[src/rtl/text_lcd_pkg.sv]
// text_lcd_pkg: shared constants and state types for the HD44780 controller.
// Holds LCD command bytes, ASCII helpers and the FSM/slot enums.
package text_lcd_pkg;

  localparam logic [7:0] FUNC_SET   = 8'h38;
  localparam logic [7:0] DISP_ON    = 8'h0C;
  localparam logic [7:0] ENTRY      = 8'h06;
  localparam logic [7:0] CLEAR      = 8'h01;
  localparam logic [7:0] LINE1_ADDR = 8'h80;
  localparam logic [7:0] LINE2_ADDR = 8'hC0;

  localparam logic [7:0] ASCII_SPACE = 8'h20;
  localparam logic [7:0] ASCII_ZERO  = 8'h30;
  localparam logic [7:0] ASCII_STAR  = 8'h2A;

  typedef enum logic [2:0] {
    S_PWR,
    S_INIT,
    S_IDLE,
    S_ADDR1,
    S_DATA1,
    S_ADDR2,
    S_DATA2
  } state_t;

  typedef enum logic [1:0] {
    P_SETUP,
    P_PULSE,
    P_WAIT,
    P_DONE
  } phase_t;

  function automatic logic [7:0] init_cmd(
    input logic [1:0] i
  );
    logic [7:0] c;
    case (i)
      2'd0:    c = FUNC_SET;
      2'd1:    c = DISP_ON;
      2'd2:    c = ENTRY;
      default: c = CLEAR;
    endcase
    return c;
  endfunction

endpackage

[src/rtl/text_lcd_ctrl_bin2bcd.sv]
// lcd_bin2bcd: serial double-dabble converter, one input bit per clock.
// Used by text_lcd_ctrl only when TEXT_LCD_NUM_FIELD_EN is defined.
module lcd_bin2bcd #(
  parameter int VAL_W      = 8,
  parameter int NUM_DIGITS = 3
) (
  input  logic                    clk,
  input  logic                    rst,
  input  logic                    start,
  input  logic [VAL_W-1:0]        bin,
  output logic                    done,
  output logic [4*NUM_DIGITS-1:0] bcd,
  output logic                    ovf
);

  // Enough digits for the full input range so overflow is detectable.
  localparam int FD_MIN = (VAL_W * 31) / 100 + 1;
  localparam int FD = (FD_MIN > NUM_DIGITS) ? FD_MIN : NUM_DIGITS;
  localparam int CW = $clog2(VAL_W + 1);

  logic [4*FD-1:0]  acc_q;
  logic [4*FD-1:0]  acc_adj;
  logic [VAL_W-1:0] sh_q;
  logic [CW-1:0]    cnt_q;
  logic             busy_q;
  logic             done_q;

  // Add 3 to every digit that would overflow on the next shift.
  always_comb begin
    acc_adj = acc_q;
    for (int i = 0; i < FD; i++) begin
      if (acc_q[4*i +: 4] >= 4'd5)
        acc_adj[4*i +: 4] = acc_q[4*i +: 4] + 4'd3;
    end
  end

  // Load on start, then shift one bit per cycle for VAL_W cycles.
  always_ff @(posedge clk) begin
    if (rst) begin
      acc_q  <= '0;
      sh_q   <= '0;
      cnt_q  <= '0;
      busy_q <= 1'b0;
      done_q <= 1'b0;
    end else if (start) begin
      acc_q  <= '0;
      sh_q   <= bin;
      cnt_q  <= CW'(VAL_W);
      busy_q <= 1'b1;
      done_q <= 1'b0;
    end else if (busy_q) begin
      {acc_q, sh_q} <= {acc_adj, sh_q} << 1;
      cnt_q <= cnt_q - CW'(1);
      if (cnt_q == CW'(1)) begin
        busy_q <= 1'b0;
        done_q <= 1'b1;
      end
    end
  end

  assign done = done_q;
  assign bcd  = acc_q[4*NUM_DIGITS-1:0];

  generate
    if (FD > NUM_DIGITS) begin : g_ovf
      assign ovf = |acc_q[4*FD-1:4*NUM_DIGITS];
    end else begin : g_no_ovf
      assign ovf = 1'b0;
    end
  endgenerate

endmodule

[src/rtl/text_lcd_ctrl.sv]
// text_lcd_ctrl: 2-line HD44780 controller, init + full-frame rewrite.
// Define TEXT_LCD_NUM_FIELD_EN to overlay a decimal field on line 2.
module text_lcd_ctrl #(
  parameter int NUM_COLS       = 16,
  parameter int E_PULSE_CYC    = 25,
  parameter int CMD_WAIT_CYC   = 2500,
  parameter int CLEAR_WAIT_CYC = 100000,
  parameter int POWERUP_CYC    = 1000000,
  parameter int VAL_W          = 8,
  parameter int NUM_DIGITS     = 3,
  parameter int NUM_COL        = 13
) (
  input  logic                  clk,
  input  logic                  rst,
  input  logic [8*NUM_COLS-1:0] line1,
  input  logic [8*NUM_COLS-1:0] line2,
  input  logic [VAL_W-1:0]      val,
  input  logic                  upd_valid,
  output logic                  upd_ready,
  output logic                  init_done,
  output logic                  frame_done,
  output logic                  LCD_E,
  output logic                  LCD_RS,
  output logic                  LCD_RW,
  output logic [7:0]            LCD_DATA
);

  import text_lcd_pkg::*;

  localparam logic [31:0] PWR_LAST = 32'(POWERUP_CYC - 1);
  localparam logic [31:0] E_LAST   = 32'(E_PULSE_CYC - 1);
  localparam logic [31:0] CMD_LAST = 32'(CMD_WAIT_CYC - 1);
  localparam logic [31:0] CLR_LAST = 32'(CLEAR_WAIT_CYC - 1);
  localparam logic [7:0]  COL_LAST = 8'(NUM_COLS - 1);

  state_t state_q, state_d;
  phase_t ph_q, ph_d;
  logic [31:0] cnt_q, cnt_d;
  logic [7:0]  idx_q, idx_d;
  logic        init_q, init_d;

  logic [8*NUM_COLS-1:0] sh1_q, sh2_q;
  logic        accept;
  logic        conv_done;
  logic        last_col;
  logic [31:0] wait_last;
  logic [7:0]  ch1, ch2;

  assign accept   = (state_q == S_IDLE) && upd_valid;
  assign last_col = (idx_q == COL_LAST);

`ifdef TEXT_LCD_NUM_FIELD_EN
  logic [4*NUM_DIGITS-1:0] bcd;
  logic                    bcd_ovf;
  logic                    bcd_done;
  logic [8*NUM_DIGITS-1:0] fld;
  logic                    lead;
  logic [3:0]              dg;

  lcd_bin2bcd #(
    .VAL_W      (VAL_W),
    .NUM_DIGITS (NUM_DIGITS)
  ) u_bcd (
    .clk   (clk),
    .rst   (rst),
    .start (accept),
    .bin   (val),
    .done  (bcd_done),
    .bcd   (bcd),
    .ovf   (bcd_ovf)
  );

  assign conv_done = bcd_done;

  // Digits to ASCII with leading-zero blanking; last digit always shown.
  always_comb begin
    fld  = '0;
    lead = 1'b1;
    dg   = '0;
    for (int i = 0; i < NUM_DIGITS; i++) begin
      dg = bcd[4*(NUM_DIGITS-1-i) +: 4];
      if (dg != 4'd0 || i == NUM_DIGITS - 1)
        lead = 1'b0;
      if (bcd_ovf)
        fld[8*(NUM_DIGITS-1-i) +: 8] = ASCII_STAR;
      else if (lead)
        fld[8*(NUM_DIGITS-1-i) +: 8] = ASCII_SPACE;
      else
        fld[8*(NUM_DIGITS-1-i) +: 8] = ASCII_ZERO + {4'd0, dg};
    end
  end
`else
  logic unused_val;
  assign unused_val = ^val;
  assign conv_done  = 1'b1;
`endif

  // Character for the current column of each shadow line.
  always_comb begin
    ch1 = sh1_q[8*(NUM_COLS-1-int'(idx_q)) +: 8];
    ch2 = sh2_q[8*(NUM_COLS-1-int'(idx_q)) +: 8];
`ifdef TEXT_LCD_NUM_FIELD_EN
    if (int'(idx_q) >= NUM_COL &&
        int'(idx_q) < NUM_COL + NUM_DIGITS)
      ch2 = fld[8*(NUM_DIGITS-1-(int'(idx_q)-NUM_COL)) +: 8];
`endif
  end

  // Sequencer state and slot-timing registers.
  always_ff @(posedge clk) begin
    if (rst) begin
      state_q <= S_PWR;
      ph_q    <= P_SETUP;
      cnt_q   <= '0;
      idx_q   <= '0;
      init_q  <= 1'b0;
    end else begin
      state_q <= state_d;
      ph_q    <= ph_d;
      cnt_q   <= cnt_d;
      idx_q   <= idx_d;
      init_q  <= init_d;
    end
  end

  // Shadow buffers capture the inputs only on the accept cycle.
  always_ff @(posedge clk) begin
    if (rst) begin
      sh1_q <= {NUM_COLS{ASCII_SPACE}};
      sh2_q <= {NUM_COLS{ASCII_SPACE}};
    end else if (accept) begin
      sh1_q <= line1;
      sh2_q <= line2;
    end
  end

  // Next state: power-up delay, then setup/pulse/wait slots per byte.
  always_comb begin
    state_d = state_q;
    ph_d    = ph_q;
    cnt_d   = cnt_q;
    idx_d   = idx_q;
    init_d  = init_q;
    if (state_q == S_INIT && idx_q == 8'd3)
      wait_last = CLR_LAST;
    else
      wait_last = CMD_LAST;
    unique case (state_q)
      S_PWR: begin
        if (cnt_q == PWR_LAST) begin
          state_d = S_INIT;
          ph_d    = P_SETUP;
          cnt_d   = '0;
          idx_d   = '0;
        end else begin
          cnt_d = cnt_q + 32'd1;
        end
      end
      S_IDLE: begin
        if (accept) begin
          state_d = S_ADDR1;
          ph_d    = P_SETUP;
          cnt_d   = '0;
          idx_d   = '0;
        end
      end
      S_INIT, S_ADDR1, S_DATA1, S_ADDR2, S_DATA2: begin
        unique case (ph_q)
          P_SETUP: begin
            if (state_q != S_ADDR2 || conv_done) begin
              ph_d  = P_PULSE;
              cnt_d = '0;
            end
          end
          P_PULSE: begin
            if (cnt_q == E_LAST) begin
              ph_d  = P_WAIT;
              cnt_d = '0;
            end else begin
              cnt_d = cnt_q + 32'd1;
            end
          end
          P_WAIT: begin
            if (cnt_q == wait_last) begin
              ph_d  = P_SETUP;
              cnt_d = '0;
              unique case (state_q)
                S_INIT: begin
                  if (idx_q == 8'd3) begin
                    state_d = S_IDLE;
                    init_d  = 1'b1;
                    idx_d   = '0;
                  end else begin
                    idx_d = idx_q + 8'd1;
                  end
                end
                S_ADDR1: begin
                  state_d = S_DATA1;
                  idx_d   = '0;
                end
                S_DATA1: begin
                  if (last_col) begin
                    state_d = S_ADDR2;
                    idx_d   = '0;
                  end else begin
                    idx_d = idx_q + 8'd1;
                  end
                end
                S_ADDR2: begin
                  state_d = S_DATA2;
                  idx_d   = '0;
                end
                S_DATA2: begin
                  if (last_col)
                    ph_d = P_DONE;
                  else
                    idx_d = idx_q + 8'd1;
                end
                default: ;
              endcase
            end else begin
              cnt_d = cnt_q + 32'd1;
            end
          end
          P_DONE: begin
            state_d = S_IDLE;
            ph_d    = P_SETUP;
            idx_d   = '0;
          end
          default: ;
        endcase
      end
      default: ;
    endcase
  end

  // Bus byte and register-select for the slot in progress.
  always_comb begin
    LCD_RS   = 1'b0;
    LCD_DATA = 8'h00;
    unique case (1'b1)
      (state_q == S_INIT):  LCD_DATA = init_cmd(idx_q[1:0]);
      (state_q == S_ADDR1): LCD_DATA = LINE1_ADDR;
      (state_q == S_DATA1): begin
        LCD_RS   = 1'b1;
        LCD_DATA = ch1;
      end
      (state_q == S_ADDR2): LCD_DATA = LINE2_ADDR;
      (state_q == S_DATA2): begin
        LCD_RS   = 1'b1;
        LCD_DATA = ch2;
      end
      default: ;
    endcase
  end

  assign LCD_E      = (ph_q == P_PULSE);
  assign LCD_RW     = 1'b0;
  assign frame_done = (ph_q == P_DONE);
  assign upd_ready  = (state_q == S_IDLE);
  assign init_done  = init_q;

endmodule

[config.mk]
export PLATFORM = sky130hd
export DESIGN_NAME = text_lcd_ctrl
export DESIGN_NICKNAME = d
export VERILOG_FILES = /design/src/rtl/text_lcd_pkg.sv /design/src/rtl/text_lcd_ctrl_bin2bcd.sv /design/src/rtl/text_lcd_ctrl.sv
export SDC_FILE = /design/constraint.sdc
export NUM_CORES = 1
export LEC_CHECK = 0
export ABC_AREA = 1
export CORE_MARGIN = 10
export CORE_UTILIZATION = 47
export CTS_CLUSTER_DIAMETER = 100
export CTS_CLUSTER_SIZE = 20
export DETAILED_ROUTE_END_ITERATION = 10
export PLACE_DENSITY = 0.76
export SLEW_MARGIN = 40
export SYNTH_ARGS = -nofsm -noshare
export SYNTH_HDL_FRONTEND = slang
export SYNTH_SLANG_ARGS = --single-unit
[constraint.sdc]
create_clock -name clk -period 2 [get_ports clk]
set_clock_uncertainty 0.1 [all_clocks]
set_input_delay 0.4 -clock clk [delete_from_list [all_inputs] [get_ports clk]]
set_output_delay 0.4 -clock clk [all_outputs]
set_load 0.005 [all_outputs]
==> impl_metrics.csv, run 1 <==
group,metric,value,unit
run_status,status,"complete, but fails checks",
setup_path,worstSetupEndpointType,"output port",
routing,ant_nets,0,
pwr,combPwrFrac,47.3,%
pwr,leakage,9.10,nW
routing,drcViolationCount,0,
pwr,p_clk_share,17.4,%
sta,slew_violations,0,
pwr,p_per_area,1020,nW/µm²
setup_path,critPathLaunchType,"flip-flop",
sta,max_freq,336,MHz
sta,post-route-min-period,2.97,ns
routing,firstDrtPassIters,6,
routing,vias,17040,
die,io-pin-count,281,
logic_synthesis,synthArstFlopShare,0,%
clocking,tritoncts,"done",
pwr,power_switching,8.68,mW
logic_synthesis,synth_nets,2390,
grt,gr-usage-all-layers,28.6,%
placement,io_buffers,271,
logic_synthesis,synth_simple_gate_area_share,23.6,%
placement,dp_hpwl,41.0,mm
clocking,clk_pin_slew,0.10,ns
logic_synthesis,syn_area_per_cell,6.83,µm²
clocking,clockBufferDepth,3,
setup_path,worstSetupPathType,"flip-flop to output port",
clocking,cts_made_buffers,19,
pwr,p_int,13.8,mW
sta,setup_ws,-0.974,ns
sta,finalHoldViolCount,0,
run_status,violations,"negative setup slack",
logic_synthesis,synth_seq_area_share,42.0,%
layout,syn2layout_area_growth,53.4,%
setup_path,cp.required,1.50,ns
sta,hold_ws,0.347,ns
setup_path,cpMaxStageDelayCell,"dfxtp_4",
logic_synthesis,synth_common_cells,"nor2_1 (330), dfxtp_1 (302), o21ai_0 (296)",
die,initial_core_util,47.3,%
logic_synthesis,muxShareOfSynthArea,0,%
routing,drt_iter0_markers,2076,
die,die_h,195,µm
logic_synthesis,synth_area_leader_cell,"dfxtp_1",
logic_synthesis,synth_cells,2109,
setup_path,crit_arrival,2.47,ns
grt,antenna_found_initial,2,
grt,grt_pass1_vias,16511,
setup_path,path_cells,"buf_6, nand2_4, nor2_4, buf_12, buf_12, buf_12, a21oi_1, o21ai_1, nand3_1, nand3_2, nand3_2, nand3_2, o21ai_2, buf_2",
layout,nets,2853,
logic_synthesis,yosysWarningCount,0,
sta,rsz0062_at_grt,"true",
clocking,ctsHoldBuffers,0,
logic_synthesis,synth_top_family_by_area,"simple AND/OR/NAND/NOR gates",
routing,routed_via_density,5.74,
pwr,pwr-share-seq,35.3,%
pwr,ir_worst_vdd,0.958,mV
pwr,switching_share,38.6,%
layout,post-route-util,72.6,%
logic_synthesis,synth_compound_area_share,21.9,%
die,row_count,64,
logic_synthesis,synthAdderAreaFrac,1.22,%
logic_synthesis,synth_area_leaders,"dfxtp_1 (42%), o21ai_0 (10%), nor2_1 (8.6%)",
logic_synthesis,synth_seq_cells,302,
logic_synthesis,synthXorXnorAreaFrac,1.58,%
flow_run,maxCapViolCount,0,
min_path,hp-class,"input pin to flip-flop",
grt,grt_pass1_wl,89.0,mm
grt,grt_max_degree,93,
setup_path,crit_fanout,8,
logic_synthesis,syn-cell-area,14400,µm²
clocking,cts_sinks,302,
die,fp.dieW,195,µm
sta,setup_violations,66,
clocking,insertion_delay,0.53,ns
layout,drive_gt1_share,23.6,%
clocking,root_buffer,"clkbuf_16",
logic_synthesis,synth-edff-count,0,
grt,grt-ovfl-total,0,
setup_path,slowest_delay,0.37,ns
logic_synthesis,synth_top_area_share,42.0,%
placement,gp_congestion,0.967,
sta,finalCritPeriodShare,149,%
clocking,cts-htree-levels,1,
die,die_area,38000,µm²
logic_synthesis,synth_most_common_cell,"nor2_1",
logic_synthesis,synth.distinct_cells,40,
routing,wl_per_cell,21.0,µm
logic_synthesis,synthFlopType,"dfxtp_1",
routing,wl,62.4,mm
die,core_area,30400,µm²
flip-flops by register name, indices dropped and copies added, names as in the netlist:
name       flops
idx_q          8
cnt_q         32
ph_q           2
state_q        3
init_done      1
sh1_q        128
sh2_q        128
final cells by class:
type,instances,area [µm²]
flip-flops and latches,302,6070
clock buffers,20,479
repair inverters,1,8.76
fillers,2247,8350
well taps,396,495
inverters,210,820
clock inverters,2,28.8
diodes,2,5.00
multi-input cells,1449,8010
repair buffers,589,6170
worst paths after layout:
path / slack, ns / end / cells after the start / startpoint
worst max-delay path: -0.97 / LCD_DATA[0] / 14 / state_q[2]
worst min-delay path: 0.35 / sh1_q[46] / 3 / line1[46]
worst max register to register: -0.49 / cnt_q[9] / 19 / idx_q[0]
worst min register to register: 0.36 / sh2_q[11] / 2 / sh2_q[11]
logic make-up after synthesis:
logic type	after synthesis
fa+ha+maj	14
simple gates	790
compound gates	617
other cells	1
buf+inv	359
xor+xnor	26
flops	302
routing by layer:
layer / wire length, µm / up-vias / global-route usage (%)
met5: 0 / - / 0
met4: 4190 / 0 / 14.6
met3: 5140 / 256 / 4.08
met2: 29600 / 1005 / 49.8
met1: 23400 / 7893 / 33.5
li1: - / 7886 / -
per-stage QoR:
stage / area (µm²) / setup WS [ns] / power (mW) / cells / TNS (ns)
detailed placement: 19300 / -0.877 / 15.8 / 2885 / -38.07
global placement: 19300 / -0.875 / 15.6 / 2885 / -33.73
floorplan: 14500 / -0.0103 / 12.0 / 2109 / -0.0397
global route: 22100 / -1.06 / 23.5 / 2971 / -33.17
CTS: 21000 / -0.954 / 21.3 / 2939 / -22.50
finish: 22100 / -0.974 / 22.5 / 2971 / -25.65
critical path: cells and delay by family, from the launching register on:
| kind | cells | cell delay, ns |
|---|---|---|
| compound gates | 3 | 0.38 |
| buf+inv | 5 | 0.68 |
| flops | 1 | 0.37 |
| simple gates | 6 | 0.48 |
cells in the final DEF, fill, tap and decap left out, types with 13 or more instances in the layout:
cell type        instances
dfxtp_1                296
nor2_1                 288
clkdlybuf4s50_1        259
buf_4                  230
inv_1                  191
a21oi_1                190
nand2_1                186
o21ai_0                167
nand3_1                143
o21ai_1                141
a21oi_2                 39
clkbuf_16               39
o21ai_2                 38
nor2_2                  38
nand3_2                 36
buf_12                  29
nand2_2                 28
buf_6                   28
xor2_1                  24
nand4_1                 19
o211ai_1                17
buf_16                  14
nand2_4                 13
nor3_1                  13
power groups by stage:
stage	sequential, mW	combinational (mW)	clock [mW]
2_1_floorplan	7.80	4.20	0
3_3_place_gp	7.94	7.71	0
3_5_place_dp	7.97	7.87	0
4_1_cts	7.89	9.50	3.89
5_1_grt	8.04	11.3	4.10
6_report	7.95	10.6	3.91
repair_timing:
action                                  4_1_cts  5_1_grt
endpoints found under the setup margin      211      251
gates cloned                                 10       25
setup buffers                                24        6
endpoints found under the hold margin         0        0
gates resized for setup                     284      212
pin swaps                                    59       53
Note: power is estimated with default switching activity, not from simulation.
==> run 2: changes to the inputs <==
- SKIP_LAST_GASP: not set -> 1
==> run 2 against run 1 <==
Effect of this change: sequential power is essentially flat; largest cell class unchanged; via count grew 0.96%; worst hold slack lost 0.0034 ns; non-clock buffer count grew 4; maximum frequency shrank 1.6%; register-to-register slack lost 0.02 ns; design area grew 0.33%; final cell count grew 0.13%; the run still ends with negative setup slack left; largest power group unchanged; combinational power is essentially flat; clock power is essentially flat; worst setup slack lost 0.050 ns.
==> impl_metrics.csv, run 2 (synthesized netlist as in run 1, its figures left out) <==
group,metric,value,unit
run_status,status,"complete, but fails checks",
run_status,violations,"negative setup slack",
placement,gp_congestion,0.967,
layout,final_cells,2975,
setup_path,path_cells,"buf_6, nand2_4, nor2_4, buf_12, clkbuf_16, buf_12, a21oi_1, o21ai_1, nand3_1, nand3_1, nand3_1, nand3_2, o21ai_2, buf_2",
sta,setup_tns,-26.20,ns
clocking,tritoncts,"done",
setup_path,crit_family,"buffers and inverters",
setup_path,slowest_delay,0.37,ns
pwr,combPwrFrac,47.6,%
setup_path,crit_fanout,7,
clocking,cts_made_buffers,19,
setup_path,critPathLaunchType,"flip-flop",
layout,post-route-util,72.8,%
setup_path,worstSetupPathType,"flip-flop to output port",
die,initial_core_util,47.3,%
sta,maxSlewHeadroom,63.5,%
die,die_h,195,µm
routing,wl,62.9,mm
grt,grt-ovfl-total,0,
setup_path,critPathBufInv,5,
pwr,switching_share,39.0,%
placement,io_buffers,271,
pwr,p_int,13.8,mW
min_path,hp-class,"input pin to flip-flop",
pwr,leakage,9.15,nW
sta,setup_ws,-1.02,ns
grt,antenna_found_initial,2,
layout,syn2layout_area_growth,53.9,%
setup_path,worstSetupEndpointType,"output port",
setup_path,crit_arrival,2.52,ns
sta,tightest_slew,0.542,ns
die,core_area,30400,µm²
routing,drcViolationCount,0,
pwr,p_clk_share,17.3,%
clocking,root_buffer,"clkbuf_16",
routing,drt_iter0_markers,2013,
grt,grt_pass1_wl,89.0,mm
routing,routed_via_density,5.78,
pwr,power_switching,8.84,mW
flow_run,maxCapViolCount,0,
routing,firstDrtPassIters,7,
setup_path,cpMaxStageDelayCell,"dfxtp_4",
sta,slew_violations,0,
sta,post-route-min-period,3.02,ns
sta,max_freq,331,MHz
routing,wl_per_cell,21.2,µm
routing,ant_nets,0,
pwr,pwr-share-seq,35.1,%
grt,gr-usage-all-layers,28.6,%
sta,finalCritPeriodShare,151,%
placement,dp_cells,2885,
grt,grt_pass1_vias,16504,
clocking,clockBufferDepth,3,
layout,drive_gt1_share,23.4,%
die,io-pin-count,281,
pwr,p_per_area,1020,nW/µm²
clocking,clk_pin_slew,0.11,ns
setup_path,cp.required,1.50,ns
setup_path,path_common_cell,"nand3_1",
clocking,insertion_delay,0.54,ns
sta,hold_ws,0.344,ns
die,die_area,38000,µm²
layout,final_common_cell,"nor2_1",
sta,finalHoldViolCount,0,
clocking,cts_sinks,302,
die,row_count,64,
clocking,cts-htree-levels,1,
grt,grt_max_degree,93,
routing,vias,17204,
sta,rsz0062_at_grt,"true",
layout,nets,2857,
layout,reg_top3,"sh1_q x128, sh2_q x128, cnt_q x32",
placement,pre_cts_ws,-0.877,ns
pwr,ir_worst_vdd,0.985,mV
layout,final_cell_mix,"nor2_1 (304), dfxtp_1 (296), clkdlybuf4s50_1 (259)",
die,fp.dieW,195,µm
placement,dp_hpwl,41.0,mm
sta,setup_violations,61,
-- run 2: cell types whose count changed in the layout (fill, tap and decap cells not counted), sizes merged --
cell | before | now
buf | 307 | 309
clkbuf | 40 | 42
clkdlybuf4s15 | 1 | 2
dlygate4sd2 | 2 | 1
-- run 2: per-stage QoR --
stage,area (µm²),power [mW]
2_1_floorplan,14500,12.0
3_3_place_gp,19300,15.6
3_5_place_dp,19300,15.8
4_1_cts,21000,21.2
5_1_grt,22200,23.6
6_report,22200,22.7
-- run 2: repair_timing --
item	in CTS	in global routing
buffers inserted	24	15
setup endpoints to repair	211	252
pin swaps	58	77
resized for setup	272	217
cloned	10	26
hold buffers	0	0
-- run 2: final timing paths --
path         startpoint  cells past startpoint  slack (ns)     endpoint
max          state_q[2]                     14       -1.02  LCD_DATA[0]
min           line1[46]                      3        0.34    sh1_q[46]
max reg2reg    idx_q[0]                     20       -0.51     cnt_q[9]
min reg2reg   sh2_q[11]                      2        0.36    sh2_q[11]
-- run 2: layout make-up --
type | count | area (µm²)
Antenna cell | 2 | 5.00
Clock buffer | 20 | 479
Clock inverter | 2 | 28.8
Fill cell | 2235 | 8280
Inverter | 210 | 813
Multi-Input combinational cell | 1449 | 8040
Sequential cell | 302 | 6070
Tap cell | 396 | 495
Timing Repair Buffer | 593 | 6220
Timing Repair inverter | 1 | 8.76
-- run 2: power groups by stage --
stage / logic [mW] / clock network, mW / registers, mW
2_1_floorplan: 4.20 / 0 / 7.80
6_report: 10.8 / 3.91 / 7.96
3_5_place_dp: 7.87 / 0 / 7.97
5_1_grt: 11.4 / 4.11 / 8.04
3_3_place_gp: 7.71 / 0 / 7.94
4_1_cts: 9.46 / 3.89 / 7.89
-- run 2: worst register-to-register path: stages (launching register included) --
cell,delay [ns]
dfxtp_4,0.39
buf_6,0.12
buf_6,0.10
buf_8,0.11
buf_12,0.10
ha_4,0.14
inv_4,0.04
nor2_4,0.11
nand2_2,0.09
nor2_4,0.12
nand2_2,0.06
nand2_2,0.08
nand3_4,0.08
nand2_4,0.09
nand2_4,0.05
nand2_4,0.08
nand3_4,0.13
buf_12,0.18
buf_16,0.14
nand2_2,0.05
inv_1,0.03
-- run 2: routing by layer --
| metal | share of wire [%] | vias up | track usage, % |
|---|---|---|---|
| met5 | 0 | - | 0 |
| met4 | 6.4 | 0 | 15.1 |
| met3 | 8.7 | 247 | 4.03 |
| met2 | 48 | 1013 | 49.6 |
| met1 | 37 | 8056 | 33.5 |
| li1 | - | 7888 | - |
